$ cat config.mk
export PLATFORM = sky130hd
export DESIGN_NAME = sram_mem_controller
export DESIGN_NICKNAME = d
export VERILOG_FILES = /design/src/rtl/sram_mem_controller.sv
export SDC_FILE = /design/constraint.sdc
export NUM_CORES = 1
export LEC_CHECK = 0
export ABC_AREA = 1
export CORE_MARGIN = 1.5
export CORE_UTILIZATION = 50
export CTS_CLUSTER_SIZE = 16
export DETAILED_ROUTE_END_ITERATION = 6
export PLACE_DENSITY = 0.95
export SLEW_MARGIN = 10
export SYNTH_ARGS = -nofsm -noshare
export SYNTH_HDL_FRONTEND = slang
export SYNTH_SLANG_ARGS = --single-unit
$ cat constraint.sdc
create_clock -name clk -period 7.9 [get_ports clk]
set_input_delay 1.185 -clock clk [delete_from_list [all_inputs] [get_ports clk]]
set_output_delay 1.185 -clock clk [all_outputs]
set_load 0.01 [all_outputs]
$ cat src/rtl/sram_mem_controller.sv
// ---------------------------------------------------------------------------
// sram_mem_controller
//
// Purpose:
//   Connects the MEM-stage loads (LDR) and stores (STR) to an external 16-bit
//   asynchronous SRAM. Each 32-bit word access is split into two 16-bit
//   halves, and the low half is accessed first. The pipeline is stalled by
//   holding ready low for the whole access.
//
// Ports:
//   clk          system clock, rising edge
//   rst          asynchronous active-high reset
//   MEM_R_EN     load request, held until ready=1
//   MEM_W_EN     store request, held until ready=1
//   address      byte address from the ALU
//   writeData    store data
//   readData     load result, valid from the DONE cycle onward
//   ready        0 = stall the pipeline
//   SRAM_ADDR    SRAM half-word address
//   SRAM_DQ_OUT  write data driven to the pad
//   SRAM_DQ_IN   read data from the pad
//   SRAM_DQ_OE   1 = pad drives SRAM_DQ_OUT
//   SRAM_WE_N    active-low write strobe
// ---------------------------------------------------------------------------
module sram_mem_controller #(
    parameter int BASE_ADDR   = 1024,
    parameter int SRAM_AW     = 18,
    parameter int WAIT_CYCLES = 2
) (
    input  logic               clk,
    input  logic               rst,
    input  logic               MEM_R_EN,
    input  logic               MEM_W_EN,
    input  logic [31:0]        address,
    input  logic [31:0]        writeData,
    output logic [31:0]        readData,
    output logic               ready,
    output logic [SRAM_AW-1:0] SRAM_ADDR,
    output logic [15:0]        SRAM_DQ_OUT,
    input  logic [15:0]        SRAM_DQ_IN,
    output logic               SRAM_DQ_OE,
    output logic               SRAM_WE_N
);

    localparam int CW = $clog2(WAIT_CYCLES) + 1;
    localparam logic [CW-1:0] LAST = CW'(WAIT_CYCLES - 1);

    typedef enum logic [1:0] {IDLE, LO, HI, DONE} state_t;

    state_t             state;
    logic [CW-1:0]      counter;
    logic               op_rd;
    logic [SRAM_AW-2:0] word_q;
    logic [31:0]        wdata_q;

    logic               req;
    logic [SRAM_AW-2:0] word_in;
    logic [CW-1:0]      counter_nxt;

    assign req         = MEM_R_EN | MEM_W_EN;
    // Map the byte address to a word index. Any high bits beyond the SRAM
    // range are dropped, so no range check is done.
    assign word_in     = (SRAM_AW-1)'((address - 32'(BASE_ADDR)) >> 2);
    assign counter_nxt = counter + CW'(1);

    assign ready = ((state == IDLE) && !req) || (state == DONE);

    // Single FSM with registered pad outputs. The strobe for the next cycle
    // is decided one edge early. As a result, WE_N goes high exactly on the
    // final cycle of a write half, and that rising edge commits the data
    // while the address is still stable.
    always_ff @(posedge clk or posedge rst) begin
        if (rst) begin
            state       <= IDLE;
            counter     <= '0;
            op_rd       <= 1'b0;
            word_q      <= '0;
            wdata_q     <= '0;
            readData    <= '0;
            SRAM_ADDR   <= '0;
            SRAM_DQ_OUT <= '0;
            SRAM_DQ_OE  <= 1'b0;
            SRAM_WE_N   <= 1'b1;
        end else begin
            case (state)
                IDLE: begin
                    if (req) begin
                        // If both enables are set, the access is treated as a read.
                        op_rd     <= MEM_R_EN;
                        word_q    <= word_in;
                        wdata_q   <= writeData;
                        counter   <= '0;
                        state     <= LO;
                        SRAM_ADDR <= {word_in, 1'b0};
                        if (!MEM_R_EN) begin
                            SRAM_DQ_OE  <= 1'b1;
                            SRAM_DQ_OUT <= writeData[15:0];
                            SRAM_WE_N   <= 1'b0;
                        end
                    end
                end
                LO: begin
                    if (counter == LAST) begin
                        if (op_rd) begin
                            readData[15:0] <= SRAM_DQ_IN;
                        end else begin
                            SRAM_DQ_OUT <= wdata_q[31:16];
                            SRAM_WE_N   <= 1'b0;
                        end
                        counter   <= '0;
                        state     <= HI;
                        SRAM_ADDR <= {word_q, 1'b1};
                    end else begin
                        counter <= counter_nxt;
                        if (!op_rd) begin
                            SRAM_WE_N <= (counter_nxt == LAST);
                        end
                    end
                end
                HI: begin
                    if (counter == LAST) begin
                        if (op_rd) begin
                            readData[31:16] <= SRAM_DQ_IN;
                        end
                        counter    <= '0;
                        state      <= DONE;
                        SRAM_WE_N  <= 1'b1;
                        SRAM_DQ_OE <= 1'b0;
                    end else begin
                        counter <= counter_nxt;
                        if (!op_rd) begin
                            SRAM_WE_N <= (counter_nxt == LAST);
                        end
                    end
                end
                DONE: begin
                    state <= IDLE;
                end
                default: begin
                    state <= IDLE;
                end
            endcase
        end
    end

endmodule

==> run summary, run 1 <==
min-delay worst type: reg -> reg
CTS H-Tree Depth: 3
Setup Skew: 25.5 ps
port bufs: 137
Worst Path Max Fanout: 6
CP Launch Type: input pin
reg-to-reg startpoint: state[0]
CP most frequent cell: clkdlybuf4s50_1
Worst Setup End Kind: primary output
CP max stage cell: clkdlybuf4s50_1
hold_buf cts: 0
syn_nets: 674
Worst EP arrival: 2560 ps
Slew @ Worst Pin: 1170 ps
RePlAce Congestion: 0.832
fmax: 0.267 GHz
die area: 10200 µm²
Worst Path Buf+Inv: 2
Synth area leaders: dfrtp_1 55%, nand2_1 20%, o21ai_0 6.2%
Setup Buffers After CTS: 0
placed inst area: 6190 µm²
syn_area_per_cell: 8.18 µm²
clk buf depth: 2
largest net degree at the start of global routing: 75
Pwr Density: 405 nW/µm²
Ys Warns: 0
clk_lat worst skew: 380 ps
initial antenna violation count: 0
post-route cell area: 6360 µm²
Final Hold Viols: 0
min Tclk post-route: 3750 ps
Starting DRT DRC Count: 185
number of global-route vias before repair: 4327
initial core utilization: 51.8%
required time of the critical path: 6710 ps
pins over their slew limit: 0
root buffer cell: clkbuf_8
distinct cell type count after synthesis: 29
setup tns final: 0 ps
maxcap violations: 0
1st-pass router iterations: 4
RSZ-0062 raised after global routing: false
Yosys top cell area share: 54.9%
Final setup viols: 0
Slew headroom: 22.1%
CP Cell Sequence: clkdlybuf4s50_1 -> nor2_1 -> nand2_2 -> nand2_1 -> clkdlybuf4s50_1
Die Y: 101 µm
ant diodes: 0
share of layout cells above drive strength 1: 5.05%
clock sink total: 106
Die Width: 101 µm
Tot GR Track Use: 24.0%
grt ovf: 0
Tcrit/Tclk final: 47.4%
FF+latch count, synth: 106
Critical Path Start: MEM_R_EN
first-pass GRT wire length: 19400 µm
leak pwr: 3.17 nW
clk slew on worst S/H paths: 100 ps
Crit path largest cell delay: 550 ps
CP top delay family: buffers and inverters
area leader, netlist: dfrtp_1
Netlist Area Pre-Place: 4780 µm²
hpwl dp: 8010 µm
cell row count: 35
final layout net count: 797
DR vias: 4243
commonest non-fill, non-tap cells in the layout: 253 x nand2_1, 137 x clkdlybuf4s50_1, 105 x dfrtp_1
DR WL/cell: 13.7 µm
Peak supply drop: 237 µV
Hold Path Origin: SRAM_ADDR[17]
Area growth, synth to finish: 33.0%
DRC: 0
number of buffers created by CTS: 9
# IOs: 153
drt total wl: 11500 µm
vias per cell: 5.04
DRT antenna net count: 0
commonest non-fill, non-tap cell in the layout: nand2_1
Syn Inst Count: 585
kind of critical path: in -> out
status: finished, final reports clean
Seq/Total Area, Yosys: 55.5%
post-cts resize count: 0
TritonCTS clock tree: built
core area: 9240 µm²
-- cells by family after synthesis --
group / synth area share (%)
buffers and inverters: 6.77
xor gates and xnor gates: 0.183
DFF: 55.5
adders and majority gates: 1.31
and+or+nand+nor: 26.1
AOI/OAI and AO/OA: 10.2
-- state kept, by name (all words and copies together) (netlist names) --
name / count
SRAM_WE_N: 1
SRAM_ADDR: 18
op_rd: 1
SRAM_DQ_OUT: 16
word_q: 17
state: 2
SRAM_DQ_OE: 1
wdata_q: 16
readData: 32
counter: 2
-- synth_stat cells, drive strengths merged --
master / n
o31ai: 9
ha: 5
o21a: 1
buf: 22
dfrtp: 105
o21ai: 65
nand3: 13
a21oi: 4
xor2: 1
nand4: 2
dfstp: 1
clkbuf: 6
o211ai: 2
a31oi: 4
inv: 44
nor2: 45
nand2: 256
-- report_power, final --
group	internal, W	switching [W]	leakage, nW
logic	0.000573	0.000730	1.79
registers	0.000816	0.000148	1.29
clock network	0.000118	0.000194	0.0848
total	0.00151	0.00107	3.17
-- worst min-delay path, stage by stage, from the launching register on --
cell     delay [ps]
dfrtp_1         360
nand2_1          50
nand2_1          50
-- area by class of cell --
cell class                      instances  area [µm²]
Tap cell                              129         161
Sequential cell                       106        2650
Fill cell                             740        2880
Clock buffer                           10         128
Clock inverter                          6        48.8
Timing Repair Buffer                  140        1390
Multi-Input combinational cell        407        1810
Inverter                               44         168
-- per-layer routing --
metal	track usage (%)	part of all wire, %	vias to the layer above
met2	41.8	51	140
met1	28.3	40	2011
met3	7.14	7.1	23
met4	8.13	2.0	0
met5	0	0	-
li1	-	-	2069
-- worst paths after layout --
| check | to | slack (ps) | cells after the start |
|---|---|---|---|
| worst max-delay path | ready | 4150 | 5 |
| worst min-delay path | SRAM_ADDR[17] | 490 | 2 |
| worst max register to register | word_q[12] | 5390 | 7 |
| worst min register to register | SRAM_ADDR[17] | 490 | 2 |
| max in group asynchronous | SRAM_DQ_OUT[14] | 5470 | 3 |
| min in group asynchronous | readData[3] | 1170 | 2 |
-- stage by stage --
stage	cells	hold WS [ps]	util (%)	setup WS, ps	power (W)
after global placement	826	461	66.9	4180	0.00220
after detailed placement	826	466	66.9	4160	0.00228
final	842	487	68.9	4150	0.00258
after global routing	842	507	68.9	4060	0.00279
after floorplan	585	449	-	3930	0.00174
after CTS	842	491	68.9	4150	0.00260
Note: power is estimated with default switching activity, not from simulation.
==> run 2, diff against run 1 <==
--- a/config.mk
+++ b/config.mk
@@ -7,10 +7,10 @@
 export LEC_CHECK = 0
 export ABC_AREA = 1
 export CORE_MARGIN = 1.5
-export CORE_UTILIZATION = 50
+export CORE_UTILIZATION = 42
 export CTS_CLUSTER_SIZE = 16
 export DETAILED_ROUTE_END_ITERATION = 6
-export PLACE_DENSITY = 0.95
+export PLACE_DENSITY = 0.87
 export SLEW_MARGIN = 10
 export SYNTH_ARGS = -nofsm -noshare
 export SYNTH_HDL_FRONTEND = slang
==> constraint.sdc (replaced) <==
create_clock -name clk -period 3.1 [get_ports clk]
set_input_delay 0.465 -clock clk [delete_from_list [all_inputs] [get_ports clk]]
set_output_delay 0.465 -clock clk [all_outputs]
set_load 0.01 [all_outputs]
==> run 2 against run 1 <==
Critical path type is now reg -> out; cell count grew 1.5%; via count decreased by 2.8%; worst setup slack got worse by 3500 ps; clock skew shrank 20 ps.
==> run summary, run 2 (synthesis gave the netlist of run 1 again) <==
status: finished, final reports clean
DRC: 0 (unchanged)
1st-pass router iterations: 4 (unchanged)
CTS H-Tree Depth: 3 (unchanged)
r2r endpoint: SRAM_DQ_OUT[2]
Worst Path Max Fanout: 6 (unchanged)
Largest regs: readData (32), SRAM_ADDR (18), word_q (17)
Tcrit/Tclk final: 77.3%
number of global-route vias before repair: 3972 (-8.2%)
Tot Pwr: 0.00701 W (+170%)
ant diodes: 0 (unchanged)
share of layout cells above drive strength 1: 5.45% (+0.41 points)
# IOs: 153 (unchanged)
number of buffers created by CTS: 9 (unchanged)
RSZ-0062 raised after global routing: false
reg2reg setup slack: 940 ps (-4450 ps)
commonest non-fill, non-tap cell in the layout: nand2_1
Register-to-Register Path Depth: 8 (+1)
number of flip-flops in the largest register: 32 (unchanged)
clk buf depth: 2 (unchanged)
Pwr Density: 1070 nW/µm² (+160%)
post-route cell area: 6560 µm² (+3.2%)
Die Width: 110 µm (+8.8%)
Final setup viols: 0 (unchanged)
initial antenna violation count: 0 (unchanged)
Peak supply drop: 685 µV (+190%)
cell row count: 38 (+8.6%)
Worst EP arrival: 1930 ps (-630 ps)
grt ovf: 0 (unchanged)
leak pwr: 3.25 nW (+2.6%)
Hold Path Depth: 2 (unchanged)
required time of the critical path: 2630 ps (-4080 ps)
final layout net count: 800 (+0.38%)
kind of critical path: reg -> out
maxcap violations: 0 (unchanged)
fillcell total: 964 (+30%)
pre-CTS setup slack: 818 ps (-3350 ps)
CP Launch Type: register
setup tns final: 0 ps (unchanged)
Hold Path Origin: wdata_q[25]
min Tclk post-route: 2400 ps
placed insts: 840 (+1.7%)
first-pass GRT wire length: 18400 µm (-4.9%)
clock sink total: 106 (unchanged)
initial core utilization: 43.6% (-8.2 points)
placed inst area: 6240 µm² (+0.81%)
fmax: 0.417 GHz
RePlAce Congestion: 0.815 (-2.1%)
port bufs: 137 (unchanged)
DR vias: 4125 (-2.8%)
pins over their slew limit: 0 (unchanged)
Tot GR Track Use: 19.9% (-4.1 points)
min-delay worst type: reg -> reg
reg-to-reg startpoint: state[1]
TritonCTS clock tree: built
commonest non-fill, non-tap cells in the layout: 253 x nand2_1, 137 x clkdlybuf4s50_1, 105 x dfrtp_1
Final Hold Viols: 0 (unchanged)
Area growth, synth to finish: 37.2%
drt total wl: 11400 µm (-1.0%)
hpwl dp: 7680 µm (-4.1%)
largest net degree at the start of global routing: 107 (+43%)
DR WL/cell: 13.4 µm (-2.5%)
root buffer cell: clkbuf_16
Die Y: 110 µm (+8.8%)
core area: 11000 µm² (+19%)
Non-Filler Instances: 855 (+1.5%)
slack of the critical path: 704 ps (-3450 ps)
Slew @ Worst Pin: 591 ps (-576 ps)
clk slew on worst S/H paths: 60 ps (-40 ps)
Slew headroom: 60.6% (+38 points)
clk_lat worst skew: 340 ps (-40 ps)
Setup Skew: 5.50 ps (-20.0 ps)
Starting DRT DRC Count: 201 (+8.6%)
DRT antenna net count: 0 (unchanged)
Setup Buffers After CTS: 0 (unchanged)
Worst Setup End Kind: primary output
Biggest register: readData
Min-Delay Endpoint: wdata_q[25]
vias per cell: 4.82 (-4.3%)
die area: 12000 µm² (+18%)
post-cts resize count: 0 (unchanged)
hold_buf cts: 0 (unchanged)
==> run 2: worst max-delay path by stage <==
| stage | from | endpoint | slack (ps) | depth (start not counted) |
|---|---|---|---|---|
| 2_1_floorplan | rst | SRAM_ADDR[0] | 1360 | 1 |
| 3_3_place_gp | MEM_R_EN | ready | 830 | 5 |
| 3_5_place_dp | MEM_R_EN | ready | 820 | 5 |
| 4_1_cts | state[0] | ready | 670 | 5 |
| 5_1_grt | state[1] | ready | 590 | 5 |
| 6_report | state[0] | ready | 700 | 5 |
==> run 2: metal layers <==
layer  track usage (%)  part of all wire [%]  vias up
met5                 0                     0        -
met4              5.47                   1.2        0
met3              7.94                   9.5       12
met2              34.1                    47      122
met1              23.0                    42     1914
li1                  -                     -     2077
==> run 2: final cells by class <==
| class | instances | area (µm²) | share of cell area [%] |
|---|---|---|---|
| clock buffers | 11 | 253 | 3.85 |
| clock inverters | 4 | 75.1 | 1.14 |
| inverters | 44 | 169 | 2.57 |
| multi-input cells | 407 | 1810 | 27.6 |
| flip-flops and latches | 106 | 2650 | 40.4 |
| well taps | 140 | 175 | 2.67 |
| repair buffers | 143 | 1430 | 21.8 |
==> run 2: critical path: stages, from the launching register on <==
cell,delay (ps)
dfrtp_1,420
inv_1,100
ha_1,290
nand2_2,160
nand2_1,90
clkdlybuf4s50_1,530
==> run 2: through the flow <==
stage               hold slack (ps)  utilization (%)
finish                          478             59.8
global route                    497             59.8
CTS                             483             59.8
detailed placement              465             56.8
global placement                462             56.8
floorplan                       449                -
==> run 2: power breakdown <==
group | internal [W] | leakage [nW] | switching [W]
registers | 0.00208 | 1.29 | 0.000368
logic | 0.00148 | 1.81 | 0.00184
clock network | 0.000748 | 0.154 | 0.000490
total | 0.00431 | 3.25 | 0.00270
==> run 3, diff against run 2 <==
==> constraint.sdc (replaced) <==
create_clock -name clk -period 2.18 [get_ports clk]
set_input_delay 0.327 -clock clk [delete_from_list [all_inputs] [get_ports clk]]
set_output_delay 0.327 -clock clk [all_outputs]
set_load 0.01 [all_outputs]
==> run 3 against run 2 <==
Clock skew up 4.3 ps; non-clock buffer count up 6; flip-flop and latch count unchanged; via count about the same; combinational power up 47%; sequential power up 42%; sequential share of layout area down 0.43 points; first-iteration DRC count down 9.5%; die area unchanged; core utilization up 0.65 points; clock-buffer cell count down 1.
==> run summary, run 3 (synthesis gave the netlist of run 1 again) <==
DR WL/cell: 13.5 µm (+0.78%)
number of global-route vias before repair: 4142 (+4.3%)
Register-to-Register Path Depth: 7 (-1)
pre-CTS setup slack: 226 ps (-592 ps)
kind of critical path: reg -> out
vias per cell: 4.78 (-0.86%)
initial antenna violation count: 0 (unchanged)
RSZ-0062 raised after global routing: false
r2r endpoint: SRAM_DQ_OUT[5]
setup tns final: 0 ps (unchanged)
fmax: 0.487 GHz
cell row count: 38 (unchanged)
Critical Path Start: state[0]
Worst EP arrival: 1730 ps (-200 ps)
Die Y: 110 µm (unchanged)
Critical Path End: ready
1st-pass router iterations: 4 (unchanged)
grt ovf: 0 (unchanged)
drt total wl: 11600 µm (+1.6%)
Largest regs: readData (32), SRAM_ADDR (18), word_q (17)
ant diodes: 0 (unchanged)
leak pwr: 3.29 nW (+1.1%)
Final setup viols: 0 (unchanged)
# IOs: 153 (unchanged)
Final Hold Viols: 0 (unchanged)
share of layout cells above drive strength 1: 6.51% (+1.1 points)
clk buf depth: 2 (unchanged)
number of buffers created by CTS: 9 (unchanged)
Setup Buffers After CTS: 0 (unchanged)
DR vias: 4123 (-0.048%)
min-delay worst type: in -> async
core area: 11000 µm² (unchanged)
Biggest register: readData
hpwl dp: 7960 µm (+3.7%)
Tcrit/Tclk final: 94.3%
hold_buf cts: 0 (unchanged)
port bufs: 137 (unchanged)
pins over their slew limit: 0 (unchanged)
DRC: 0 (unchanged)
CP Launch Type: register
required time of the critical path: 1850 ps (-780 ps)
initial core utilization: 43.6% (unchanged)
Peak supply drop: 695 µV (+1.5%)
status: finished, final reports clean
clk slew on worst S/H paths: 70 ps (about the same)
DRT antenna net count: 0 (unchanged)
CTS H-Tree Depth: 3 (unchanged)
first-pass GRT wire length: 19100 µm (+3.8%)
fillcell total: 969 (+0.52%)
min Tclk post-route: 2050 ps
clk_lat worst skew: 340 ps (about the same)
maxcap violations: 0 (unchanged)
Tot Pwr: 0.0101 W (+44%)
Die Width: 110 µm (unchanged)
RePlAce Congestion: 0.811 (-0.58%)
Pwr Density: 1530 nW/µm² (+43%)
Area growth, synth to finish: 38.7%
Worst Setup End Kind: primary output
Slew headroom: 61.4% (+0.88 points)
Slew @ Worst Pin: 578 ps (-12.6 ps)
Tot GR Track Use: 20.5% (+0.62 points)
largest net degree at the start of global routing: 107 (unchanged)
root buffer cell: clkbuf_16
reg-to-reg startpoint: state[1]
commonest non-fill, non-tap cell in the layout: nand2_1
CP top delay family: buffers and inverters
Setup Skew: 9.83 ps (+4.32 ps)
number of flip-flops in the largest register: 32 (unchanged)
clock sink total: 106 (unchanged)
CP max stage cell: clkdlybuf4s50_1
Crit path largest cell delay: 520 ps (about the same)
die area: 12000 µm² (unchanged)
Worst Path Buf+Inv: 2 (unchanged)
TritonCTS clock tree: built
Worst Path Max Fanout: 6 (unchanged)
final layout net count: 806 (+0.75%)
commonest non-fill, non-tap cells in the layout: 253 x nand2_1, 137 x clkdlybuf4s50_1, 105 x dfrtp_1
CP Cell Sequence: inv_1 -> ha_4 -> nand2_2 -> nand2_1 -> clkdlybuf4s50_1
slack of the critical path: 125 ps (-579 ps)
reg2reg setup slack: 360 ps (-580 ps)
Starting DRT DRC Count: 182 (-9.5%)
Crit path depth: 5 (unchanged)
run 3: final cells by class:
type | instances | area (µm²) | area share, %
timing repair buffer | 149 | 1490 | 22.4
tap | 140 | 175 | 2.64
sequential | 106 | 2650 | 40.0
clock inverter | 6 | 90.1 | 1.36
multi-input combinational | 407 | 1820 | 27.5
clock buffer | 10 | 239 | 3.60
inverter | 44 | 169 | 2.55
run 3: power by group:
group | internal (W) | switching, W
Combinational | 0.00223 | 0.00266
Clock | 0.00104 | 0.000707
Sequential | 0.00296 | 0.000522
Total | 0.00624 | 0.00389
run 3: routing by layer:
layer / part of all wire, % / vias up / routed length (µm) / track usage [%]
met5: 0 / - / 0 / 0
met4: 0.82 / 0 / 95 / 6.31
met3: 7.4 / 9 / 857 / 6.52
met2: 48 / 120 / 5520 / 34.9
met1: 44 / 1905 / 5140 / 24.8
li1: - / 2089 / - / -
run 3: how the worst min path moves through the flow:
| stage | slack [ps] | end | from |
|---|---|---|---|
| global route | 500 | wdata_q[24] | wdata_q[24] |
| finish | 470 | state[1] | rst |
| global placement | 460 | wdata_q[31] | wdata_q[31] |
| floorplan | 440 | wdata_q[16] | writeData[16] |
| detailed placement | 470 | wdata_q[18] | wdata_q[18] |
| CTS | 480 | word_q[3] | word_q[3] |
run 3: metrics by stage:
step / hold WS (ps) / instances / area (µm²) / utilization [%]
after floorplan: 437 / 585 / 4790 / -
after global placement: 461 / 846 / 6290 / 57.3
after detailed placement: 465 / 846 / 6290 / 57.3
after CTS: 484 / 862 / 6620 / 60.3
after global routing: 504 / 862 / 6640 / 60.4
final: 470 / 862 / 6640 / 60.4
run 3: timing repair:
item | in CTS | in global routing
hold endpoints to repair | 0 | 0
resized for setup | 0 | 2
setup endpoints to repair | 0 | 1
run 3: worst register-to-register path, stage by stage, from the launching register on:
cell and delay [ps]:
dfrtp_1 410, inv_1 120, ha_1 280, inv_2 100, o21ai_4 420, nor2_4 200, nand2_1 100, nand2_1 60
